--- src/rtl/mccoy_core_p_if.sv ---
// Instruction/result bundle for the mccoy_core_p accumulator core.
// The master drives instructions; the slave (the core) returns results and status.
interface mccoy_core_p_if #(
  parameter int DATA_W = 8
);
  logic [5:0]        instr;
  logic              instr_valid;
  logic              instr_ready;
  logic [DATA_W-1:0] data_out;
  logic              out_valid;
  logic              carry;
  logic              busy;

  modport master (
    output instr, instr_valid,
    input  instr_ready, data_out, out_valid, carry, busy
  );

  modport slave (
    input  instr, instr_valid,
    output instr_ready, data_out, out_valid, carry, busy
  );
endinterface

--- src/rtl/mccoy_core_p.sv ---
// Accumulator core fed by an instruction FIFO.
// MUL runs as a multi-cycle shift-add multiply.
module mccoy_core_p #(
  parameter int DATA_W     = 8,
  parameter int FIFO_DEPTH = 4
) (
  input  logic          clk,
  input  logic          reset,
  mccoy_core_p_if.slave bus
);

  localparam int PTR_W = (FIFO_DEPTH > 1) ? $clog2(FIFO_DEPTH) : 1;
  localparam int CNT_W = PTR_W + 1;
  localparam int MCW   = (DATA_W > 1) ? $clog2(DATA_W) : 1;

  typedef enum logic {ST_EXEC, ST_MUL} state_t;

  state_t state, next_state;

  logic [5:0]          fifo_mem [FIFO_DEPTH];
  logic [PTR_W-1:0]    wr_ptr, rd_ptr;
  logic [CNT_W-1:0]    count;
  logic                full, empty, push, pop, ready_int;
  logic [5:0]          head;
  logic [1:0]          opc, oo, rr;
  logic [3:0]          imm;

  logic [DATA_W-1:0]   acc, data_out_q, rval;
  logic [DATA_W-1:0]   regs [4];
  logic                carry_q, out_valid_q, busy_int;
  logic [DATA_W:0]     add_res;

  logic [2*DATA_W-1:0] mul_prod, mul_mcand, mul_partial;
  logic [DATA_W-1:0]   mul_mplier;
  logic [MCW-1:0]      mul_cnt;
  logic                mul_last, head_is_mul;

  assign full      = (count == CNT_W'(FIFO_DEPTH));
  assign empty     = (count == '0);
  assign ready_int = !reset && !full;
  assign push      = bus.instr_valid && ready_int;
  assign pop       = (state == ST_EXEC) && !empty;

  assign head = fifo_mem[rd_ptr];
  assign opc  = head[5:4];
  assign oo   = head[3:2];
  assign rr   = head[1:0];
  assign imm  = head[3:0];
  assign rval = regs[rr];

  assign add_res     = {1'b0, acc} + {1'b0, rval};
  assign head_is_mul = (head[5:2] == 4'b1101);
  assign mul_partial = mul_prod + (mul_mplier[0] ? mul_mcand : '0);
  assign mul_last    = (mul_cnt == MCW'(DATA_W - 1));

  assign bus.instr_ready = ready_int;
  assign bus.data_out    = data_out_q;
  assign bus.out_valid   = out_valid_q;
  assign bus.carry       = carry_q;
  assign bus.busy        = busy_int;

  // Storage only; validity is tracked by the pointers and count below.
  always_ff @(posedge clk) begin
    if (push) fifo_mem[wr_ptr] <= bus.instr;
  end

  always_ff @(posedge clk or posedge reset) begin
    if (reset) begin
      wr_ptr <= '0;
      rd_ptr <= '0;
      count  <= '0;
    end else begin
      if (push) wr_ptr <= (wr_ptr == PTR_W'(FIFO_DEPTH - 1)) ? '0 : wr_ptr + PTR_W'(1);
      if (pop)  rd_ptr <= (rd_ptr == PTR_W'(FIFO_DEPTH - 1)) ? '0 : rd_ptr + PTR_W'(1);
      case ({push, pop})
        2'b10:   count <= count + CNT_W'(1);
        2'b01:   count <= count - CNT_W'(1);
        default: count <= count;
      endcase
    end
  end

  always_ff @(posedge clk or posedge reset) begin
    if (reset) state <= ST_EXEC;
    else       state <= next_state;
  end

  always_comb begin
    next_state = state;
    case (state)
      ST_EXEC: if (pop && head_is_mul) next_state = ST_MUL;
      ST_MUL:  if (mul_last)           next_state = ST_EXEC;
      default: next_state = ST_EXEC;
    endcase
  end

  always_comb begin
    busy_int = 1'b0;
    if (state == ST_MUL) busy_int = 1'b1;
  end

  // The final shift-add step writes its partial sum straight into ACC and carry.
  always_ff @(posedge clk or posedge reset) begin
    if (reset) begin
      acc         <= '0;
      carry_q     <= 1'b0;
      data_out_q  <= '0;
      out_valid_q <= 1'b0;
      mul_prod    <= '0;
      mul_mcand   <= '0;
      mul_mplier  <= '0;
      mul_cnt     <= '0;
      for (int i = 0; i < 4; i++) regs[i] <= '0;
    end else begin
      out_valid_q <= 1'b0;
      if (state == ST_MUL) begin
        mul_prod   <= mul_partial;
        mul_mcand  <= mul_mcand << 1;
        mul_mplier <= mul_mplier >> 1;
        mul_cnt    <= mul_cnt + MCW'(1);
        if (mul_last) begin
          acc     <= mul_partial[DATA_W-1:0];
          carry_q <= |mul_partial[2*DATA_W-1:DATA_W];
        end
      end else if (pop) begin
        case (opc)
          2'b00: acc <= DATA_W'(imm);
          2'b01: begin
            case (oo)
              2'b00: begin
                acc     <= add_res[DATA_W-1:0];
                carry_q <= add_res[DATA_W];
              end
              2'b01: begin
                acc     <= acc - rval;
                carry_q <= (acc < rval);
              end
              2'b10: begin
                acc     <= acc & rval;
                carry_q <= 1'b0;
              end
              default: begin
                acc     <= acc ^ rval;
                carry_q <= 1'b0;
              end
            endcase
          end
          2'b10: begin
            case (oo)
              2'b00: regs[rr] <= acc;
              2'b01: acc <= rval;
              2'b10: begin
                acc     <= {acc[DATA_W-2:0], 1'b0};
                carry_q <= acc[DATA_W-1];
              end
              default: begin
                acc     <= {1'b0, acc[DATA_W-1:1]};
                carry_q <= acc[0];
              end
            endcase
          end
          default: begin
            case (oo)
              2'b00: begin
                data_out_q  <= acc;
                out_valid_q <= 1'b1;
              end
              2'b01: begin
                mul_prod   <= '0;
                mul_mcand  <= {{DATA_W{1'b0}}, acc};
                mul_mplier <= rval;
                mul_cnt    <= '0;
              end
              2'b10: ;
              default: begin
                acc     <= '0;
                carry_q <= 1'b0;
              end
            endcase
          end
        endcase
      end
    end
  end

endmodule
--- src/flat_wrapper.sv ---
// flat-port wrapper written by rule: the top's interface ports become plain ports
module mccoy_core_p_flat 
#(
  parameter int DATA_W     = 8,
  parameter int FIFO_DEPTH = 4
)
  (clk, reset, bus_instr, bus_instr_valid, bus_instr_ready, bus_data_out, bus_out_valid, bus_carry, bus_busy);
  mccoy_core_p_if #(.DATA_W(DATA_W)) bus_i ();
  input  logic clk;
  input  logic reset;
  input wire logic [$bits(bus_i.instr)-1:0] bus_instr;
  input wire logic [$bits(bus_i.instr_valid)-1:0] bus_instr_valid;
  output wire logic [$bits(bus_i.instr_ready)-1:0] bus_instr_ready;
  output wire logic [$bits(bus_i.data_out)-1:0] bus_data_out;
  output wire logic [$bits(bus_i.out_valid)-1:0] bus_out_valid;
  output wire logic [$bits(bus_i.carry)-1:0] bus_carry;
  output wire logic [$bits(bus_i.busy)-1:0] bus_busy;
  assign bus_i.instr = bus_instr;
  assign bus_i.instr_valid = bus_instr_valid;
  assign bus_instr_ready = bus_i.instr_ready;
  assign bus_data_out = bus_i.data_out;
  assign bus_out_valid = bus_i.out_valid;
  assign bus_carry = bus_i.carry;
  assign bus_busy = bus_i.busy;
  mccoy_core_p #(.DATA_W(DATA_W), .FIFO_DEPTH(FIFO_DEPTH)) u_core (.clk(clk), .reset(reset), .bus(bus_i));
endmodule
--- config.mk ---
export PLATFORM = sky130hd
export DESIGN_NAME = mccoy_core_p_flat
export DESIGN_NICKNAME = d
export VERILOG_FILES = /design/src/rtl/mccoy_core_p_if.sv /design/src/rtl/mccoy_core_p.sv /design/src/flat_wrapper.sv
export SDC_FILE = /design/constraint.sdc
export NUM_CORES = 1
export LEC_CHECK = 0
export BUFFER_PORTS_ARGS = -buffer_cell sky130_fd_sc_hd__buf_2
export CAP_MARGIN = 40
export CORE_AREA = 2 2 132 134
export CTS_BUF_LIST = sky130_fd_sc_hd__clkbuf_4 sky130_fd_sc_hd__clkbuf_8
export CTS_CLUSTER_SIZE = 30
export DETAILED_ROUTE_END_ITERATION = 16
export DIE_AREA = 0 0 134 136
export HOLD_SLACK_MARGIN = 0.03
export SETUP_SLACK_MARGIN = 0.15
export SYNTH_ARGS = -nofsm -noshare
export SYNTH_HDL_FRONTEND = slang
export SYNTH_SLANG_ARGS = --single-unit
--- constraint.sdc ---
create_clock -name clk -period 7.9 [get_ports clk]
set_input_delay 0.79 -clock clk [delete_from_list [all_inputs] [get_ports clk]]
set_output_delay 0.79 -clock clk [all_outputs]
set_load 0.05 [all_outputs]
Yosys cells after proc, flatten, opt, wreduce, memory -nomap -nowiden
Memory sizes are Yosys's and may differ from the RTL's.
Index checks and enable logic that the tools add are counted.
{"block": "totals", "n_memories": 1, "ramBits": 24, "reg_bits": 101, "inputBits": 9, "elab_cells": 124}
{"block": "op_classes", "magnitude_cmp": 3, "n_bitwise": 5, "add_sub_neg": 8, "eq_ne": 18, "muxes": 50, "reduce_logical": 23}
{"name": "u_core.fifo_mem", "depth": 4, "word_bits": 6, "read_ports": 1, "rd_ports_with_merged_regs": 0, "wr": 1, "line_no": "mccoy_core_p.sv:20", "text": "logic [5:0] fifo_mem [FIFO_DEPTH];"}
{"operator": "16-bit 2-to-1 mux", "n": 9}
{"operator": "8-bit 2-to-1 mux", "n": 11}
{"operator": "8-bit one-hot mux with 3 select lines", "n": 3}
{"operator": "32-bit bitwise mux", "n": 1}
{"operator": "16-bit adder", "n": 1}
{"operator": "8-bit binary-select mux with 2-bit select", "n": 1}
{"operator": "8-bit demux with 2-bit select", "n": 1}
{"operator": "1-bit 2-to-1 mux", "n": 13}
{"operator": "3-bit 2-to-1 mux", "n": 4}
{"operator": "4-bit AND reduction", "n": 3}
{"operator": "2-bit == test (second input constant)", "n": 5}
{"operator": "8-bit by 8-bit adder with 9-bit output", "n": 1}
{"operator": "8-bit bitwise AND", "n": 1}
{"operator": "8-bit < comparator", "n": 1}
{"operator": "8-bit OR reduction", "n": 1}
{"operator": "8-bit subtractor", "n": 1}
{"operator": "8-bit bitwise XOR", "n": 1}
{"operator": "3-bit by 1-bit adder with 3-bit output (second input constant)", "n": 2}
{"operator": "2-bit by 1-bit == test with 1-bit output (second input constant)", "n": 3}
{"operator": "3-bit == test (second input constant)", "n": 2}
{"operator": "3-bit by 2-bit inequality test with 1-bit output (second input constant)", "n": 2}
{"operator": "1-bit one-hot mux with 2 select lines", "n": 3}
{"operator": "3-bit one-hot mux with 2 select lines", "n": 1}
{"operator": "2-bit nonzero test", "n": 3}
{"operator": "other kinds (21)", "n": 33}

Longest topological paths before layout
An unclocked memory read counts as a cell.
{"block": "logic_depth", "ltp_word": 10, "mapped_depth": 16, "ltp_nobuf": 13}

Worst setup path after synthesis
OpenSTA, ideal clock, no wires.
{"block": "synth_timing", "kind": "register to register", "startpoint": "register u_core.rd_ptr[0]", "endpoint": "register u_core.acc[6]", "slack_ns": 4.245, "t_required_ns": 7.769, "n_path_buf": 2, "synth_period_minus_slack_ns": 3.655, "path_stages_with_launch": 16, "arrival_time_ns": 3.524, "setup_ns": 0.131, "cell_sequence": "dfrtp_1 -> buf_6 -> mux4_2 -> buf_6 -> mux4_2 -> ha_1 -> inv_1 -> fa_1 -> nor2b_1 -> o21ai_0 -> a211oi_1 -> nor2_1 -> mux2i_1 -> a221o_1 -> a211oi_1 -> a31oi_1"}
{"block": "synth_between", "elab_chain_cells": 10}
{"item": "start, declared", "line_no": "mccoy_core_p.sv:21", "text": "logic [PTR_W-1:0] wr_ptr, rd_ptr;"}
{"item": "start signal, assigned", "line_no": "mccoy_core_p.sv:74", "text": "if (pop) rd_ptr <= (rd_ptr == PTR_W'(FIFO_DEPTH - 1)) ? '0 : rd_ptr + PTR_W'(1);"}
{"item": "memory read 4 x 6 bit (*)"}
{"item": "2-bit inverter with 3-bit output (implied by the code)", "line_no": "mccoy_core_p.sv:49", "text": "assign rval = regs[rr];"}
{"item": "8-bit binary-select mux with 2-bit select", "line_no": "mccoy_core_p.sv:49"}
{"item": "8-bit 2-to-1 mux (implied by the code) (2 in a row)", "line_no": "mccoy_core_p.sv:49"}
{"item": "8-bit subtractor, or another cell as far along", "line_no": "mccoy_core_p.sv:135", "text": "acc <= acc - rval;"}
{"item": "8-bit one-hot mux with 3 select lines", "line_no": "mccoy_core_p.sv:129", "text": "case (oo)"}
{"item": "8-bit one-hot mux with 3 select lines", "line_no": "mccoy_core_p.sv:126", "text": "case (opc)"}
{"item": "8-bit 2-to-1 mux", "line_no": "mccoy_core_p.sv:125", "text": "end else if (pop) begin"}
{"item": "8-bit 2-to-1 mux", "line_no": "mccoy_core_p.sv:116", "text": "if (state == ST_MUL) begin"}
{"item": "end signal, assigned", "line_no": "mccoy_core_p.sv:122", "text": "acc <= mul_partial[DATA_W-1:0];"}
{"item": "end signal, assigned", "line_no": "mccoy_core_p.sv:127", "text": "2'b00: acc <= DATA_W'(imm);"}
{"item": "end signal, assigned", "line_no": "mccoy_core_p.sv:131", "text": "acc <= add_res[DATA_W-1:0];"}
{"item": "end, declared", "line_no": "mccoy_core_p.sv:28", "text": "logic [DATA_W-1:0] acc, data_out_q, rval;"}
Mark *: on every way between the ends. The rest lies on a longest branch, timed or not. The select of a mux whose other input is x is not followed.
A chain may end at the register's enable or synchronous reset.

Worst setup path in the final report
{"block": "layout_timing", "startpoint": "register u_core.rd_ptr[0]", "endpoint": "register u_core.acc[7]"}
Same word-level chain as after synthesis.

==> impl_results.md <==
- WHS Path Cells: 2
- Worst R2R Start: u_core.rd_ptr[0]$_DFFE_PP0P_
- GRT Total Usage: ~21%
- TritonCTS sink count: about 130
- Post-synthesis sequential area ratio: between 40 and 50%
- TritonCTS clock tree: built
- Max transition margin: about two fifths
- Clk Latency, worst-skew pair: roughly 0.44 ns
- Number of synthesized register bits: around 130
- CP arrival: 4.38 ns
- Routed vias/inst: ~5.9
- PostCTS Resize Cnt: 0
- Clock-pin slew on the worst setup and hold paths: 0.07 ns
- Period utilisation layout: about 51%
- Synth cell types: 63
- Design Area, Final: about 8000 um2
- Initial Util: between 40 and 50%
- P_leak: ~3.7 nW
- Depth of the most critical reg-to-reg path: 12
- Gr ovfl total: 0
- Post-synth top area cell: dfrtp_1
- Initial antenna violation count: 0
- Post-Syn Area per Cell: ~11 um2
- Pwr per Cell Area: 461 nW/um2
- Die footprint: approximately 18000 um2
- PortBufs: 20
- Synth Area in Simple Gates: around a tenth
- CP max-delay cell: mux4_2
- Clock root buffer: clkbuf_8
- Pin count of the biggest net entering global routing: 56
- Synth Cell Area: between 7000 and 8000 um2
- DRC violations left: 0
- Synth top area share: around a third
- Largest family of logic cells by synthesized area: compound AO/OA/AOI/OAI gates
- Cell Area, Placed: between 7000 and 8000 um2
- Final HPWL DP: 12500 um
- Non-Filler Instances: 915
- RSZ-0062 raised after global routing: no
- DRT Pass-1 Iters: 7
- Crit path from: u_core.rd_ptr[0]$_DFFE_PP0P_
- Fillers: ~1500
- CP startpoint kind: flop
- Peak VDD IR: about 0.25 mV
- Dpl cells: 882
- Vias in the first global route: around 5300
- Sum Neg Setup Slack: 0 ns
- CP Cell Sequence: mux4_2 > mux2i_1 > mux2i_1 > ha_1 > a21oi_1 > o21bai_1 > a21o_1 > a31o_2 > a21oi_1 > xnor2_1 > a221o_1 > a221o_1
- Post-synth EDFFs: 24
- CTS buffer count: 17
- Final count of hold timing violations: 0
- Via Count: 5431
- Critical path's largest stage delay: approximately 0.77 ns
- H-tree depth: 4
- Mapped Cells: 665
- Rows: 48
- Ys flop type: dfrtp_1
- DRT antenna net count: 0
- Initial DRC Count: 374
- Worst-Margin Slew: between 0.8 and 0.9 ns
- Wire per inst: between 15 and 20 um
- Final Max Tran Viols: 0
- Die Height: between 100 and 150 um
- Hold Path Origin: u_core.bus.data_out[3]$_DFFE_PP0P_
- Core Box Area: 16900 um2
- Synthesized Nets: a little over 700
- FMAX: between 200 and 250 MHz
- Xor/xnor share of the synthesized area: about 1.9%
- Post-CTS Setup Bufs: 0
- Setup ws final: roughly 3.8 ns
- Num ports: 21
- Longest Clk Path Bufs: 2
- Crit end category: flop
- P&R area growth vs syn: 9.59%
- Worst-path maximum fanout: 14
- Die X: roughly 130 um
- CP delay by family, top: compound AO/OA/AOI/OAI gates
- Largest cells by area after synthesis: dfrtp_1 (35%), edfxtp_1 (9.9%), ha_1 (8.3%), mux2_2 (6.2%), mux4_2 (2.5%)
- Mux cell area share after synthesis: 11.7%
- Asr flop ratio synth: roughly 81%
- Share of cells above drive strength 1: 16.2%
- Top-count cell post-synth: dfrtp_1
- CP Depth: 12
- Worst Path Class, Setup: flop to flop
- Worst min path class: flop to flop
- Max Cap Viol: 0
- CP Buf/Inv Count: 0
- Tmin final: 4.06 ns
- Worst path required time: 8.22 ns
- # nets final: ~740
- Adder-cell share of the synthesized area: under 10%
- Global-route wire length before repair: 29000 um
- Final RePlAce weighted congestion: about 0.93
- Placement Setup Slack: 3.81 ns
- Status: complete, no violations
- CTS Hold Bufs: 0
- Warnings from Yosys: 0
- Antenna Cells: 0
- # setup viols final: 0
- Synth top cells by count: dfrtp_1 (101), ha_1 (48), inv_1 (44)
- Drt total wl: 17800 um
- Worst hold margin: ~0.47 ns
- Clock skew: around 0.012 ns
- Synth Area in Compound Gates: 17.8%
==> registers in the layout (all words and copies together), names as in the netlist, 2 cells and up <==
register and count:
u_core.mul_cnt 3, u_core.rd_ptr 2, u_core.mul_mcand 16, u_core.acc 8
u_core.mul_mplier 8, u_core.regs 32, u_core.bus.data_out 8, u_core.fifo_mem 24
u_core.wr_ptr 2, u_core.mul_prod 16, u_core.count 3
==> per-stage QoR <==
step	utilization [%]	power, mW
finish	47.1	3.67
global route	47.1	3.93
CTS	47.0	3.66
detailed placement	44.6	3.07
global placement	44.6	3.02
floorplan	-	2.57
==> cells by family after synthesis <==
kind of cell	count (synthesis)
compound gates	180
simple gates	152
flops	125
buf+inv	76
mux	65
fa+ha+maj	51
xor+xnor	16
==> worst paths after layout <==
path	slack, ns	endpoint
max	3.84	u_core.acc[7]$_DFFE_PP0P_
min	0.47	u_core.bus.data_out[3]$_DFFE_PP0P_
max reg2reg	3.84	u_core.acc[7]$_DFFE_PP0P_
min reg2reg	0.47	u_core.bus.data_out[3]$_DFFE_PP0P_
max in group asynchronous	6.35	u_core.mul_mplier[6]$_DFFE_PP0P_
min in group asynchronous	0.48	u_core.wr_ptr[1]$_DFFE_PP0P_
==> area by class of cell <==
class                   count  area (um2)  area share (%)
clock inverters            13         158            1.98
well taps                 225         282            3.54
flip-flops and latches    125        3250            40.9
inverters                  44         168            2.11
clock buffers              19         255            3.21
multi-input cells         464        3700            46.5
repair buffers             25         138            1.73
==> metal layers <==
| layer | track usage (%) | vias to the layer above | part of all wire [%] |
|---|---|---|---|
| li1 | - | 2528 | - |
| met1 | 27.1 | 2736 | 46 |
| met2 | 34.0 | 140 | 48 |
| met3 | 3.91 | 27 | 3.7 |
| met4 | 7.15 | 0 | 1.9 |
| met5 | 0 | - | 0 |
==> worst register-to-register path, delay by kind of cell (launching register included) <==
kind / cells / cell delay [ns]
AO/OA/AOI/OAI: 7 / 1.59
multiplexers: 3 / 1.32
flip-flops: 1 / 0.60
adder cells (fa/ha/maj): 1 / 0.35
XOR/XNOR: 1 / 0.08
==> power breakdown <==
| group | total, mW | internal [mW] | switching [mW] |
|---|---|---|---|
| clock | 0.584 | 0.301 | 0.284 |
| sequential | 1.10 | 0.883 | 0.221 |
| combinational | 1.98 | 0.777 | 1.20 |
| total | 3.67 | 1.96 | 1.71 |
==> placed cells by master, fill, tap and decap left out, types with 11 or more instances in the layout <==
cell type / n
dfrtp_1: 101
ha_1: 48
inv_1: 43
mux2_2: 40
nand2_1: 39
nor2_1: 36
a21oi_1: 30
o21ai_0: 28
edfxtp_1: 24
and2_1: 20
buf_2: 20
a22o_1: 18
clkbuf_8: 18
mux2i_1: 14
nand3_1: 11
a222oi_1: 11
Note: power is estimated with default switching activity, not from simulation.
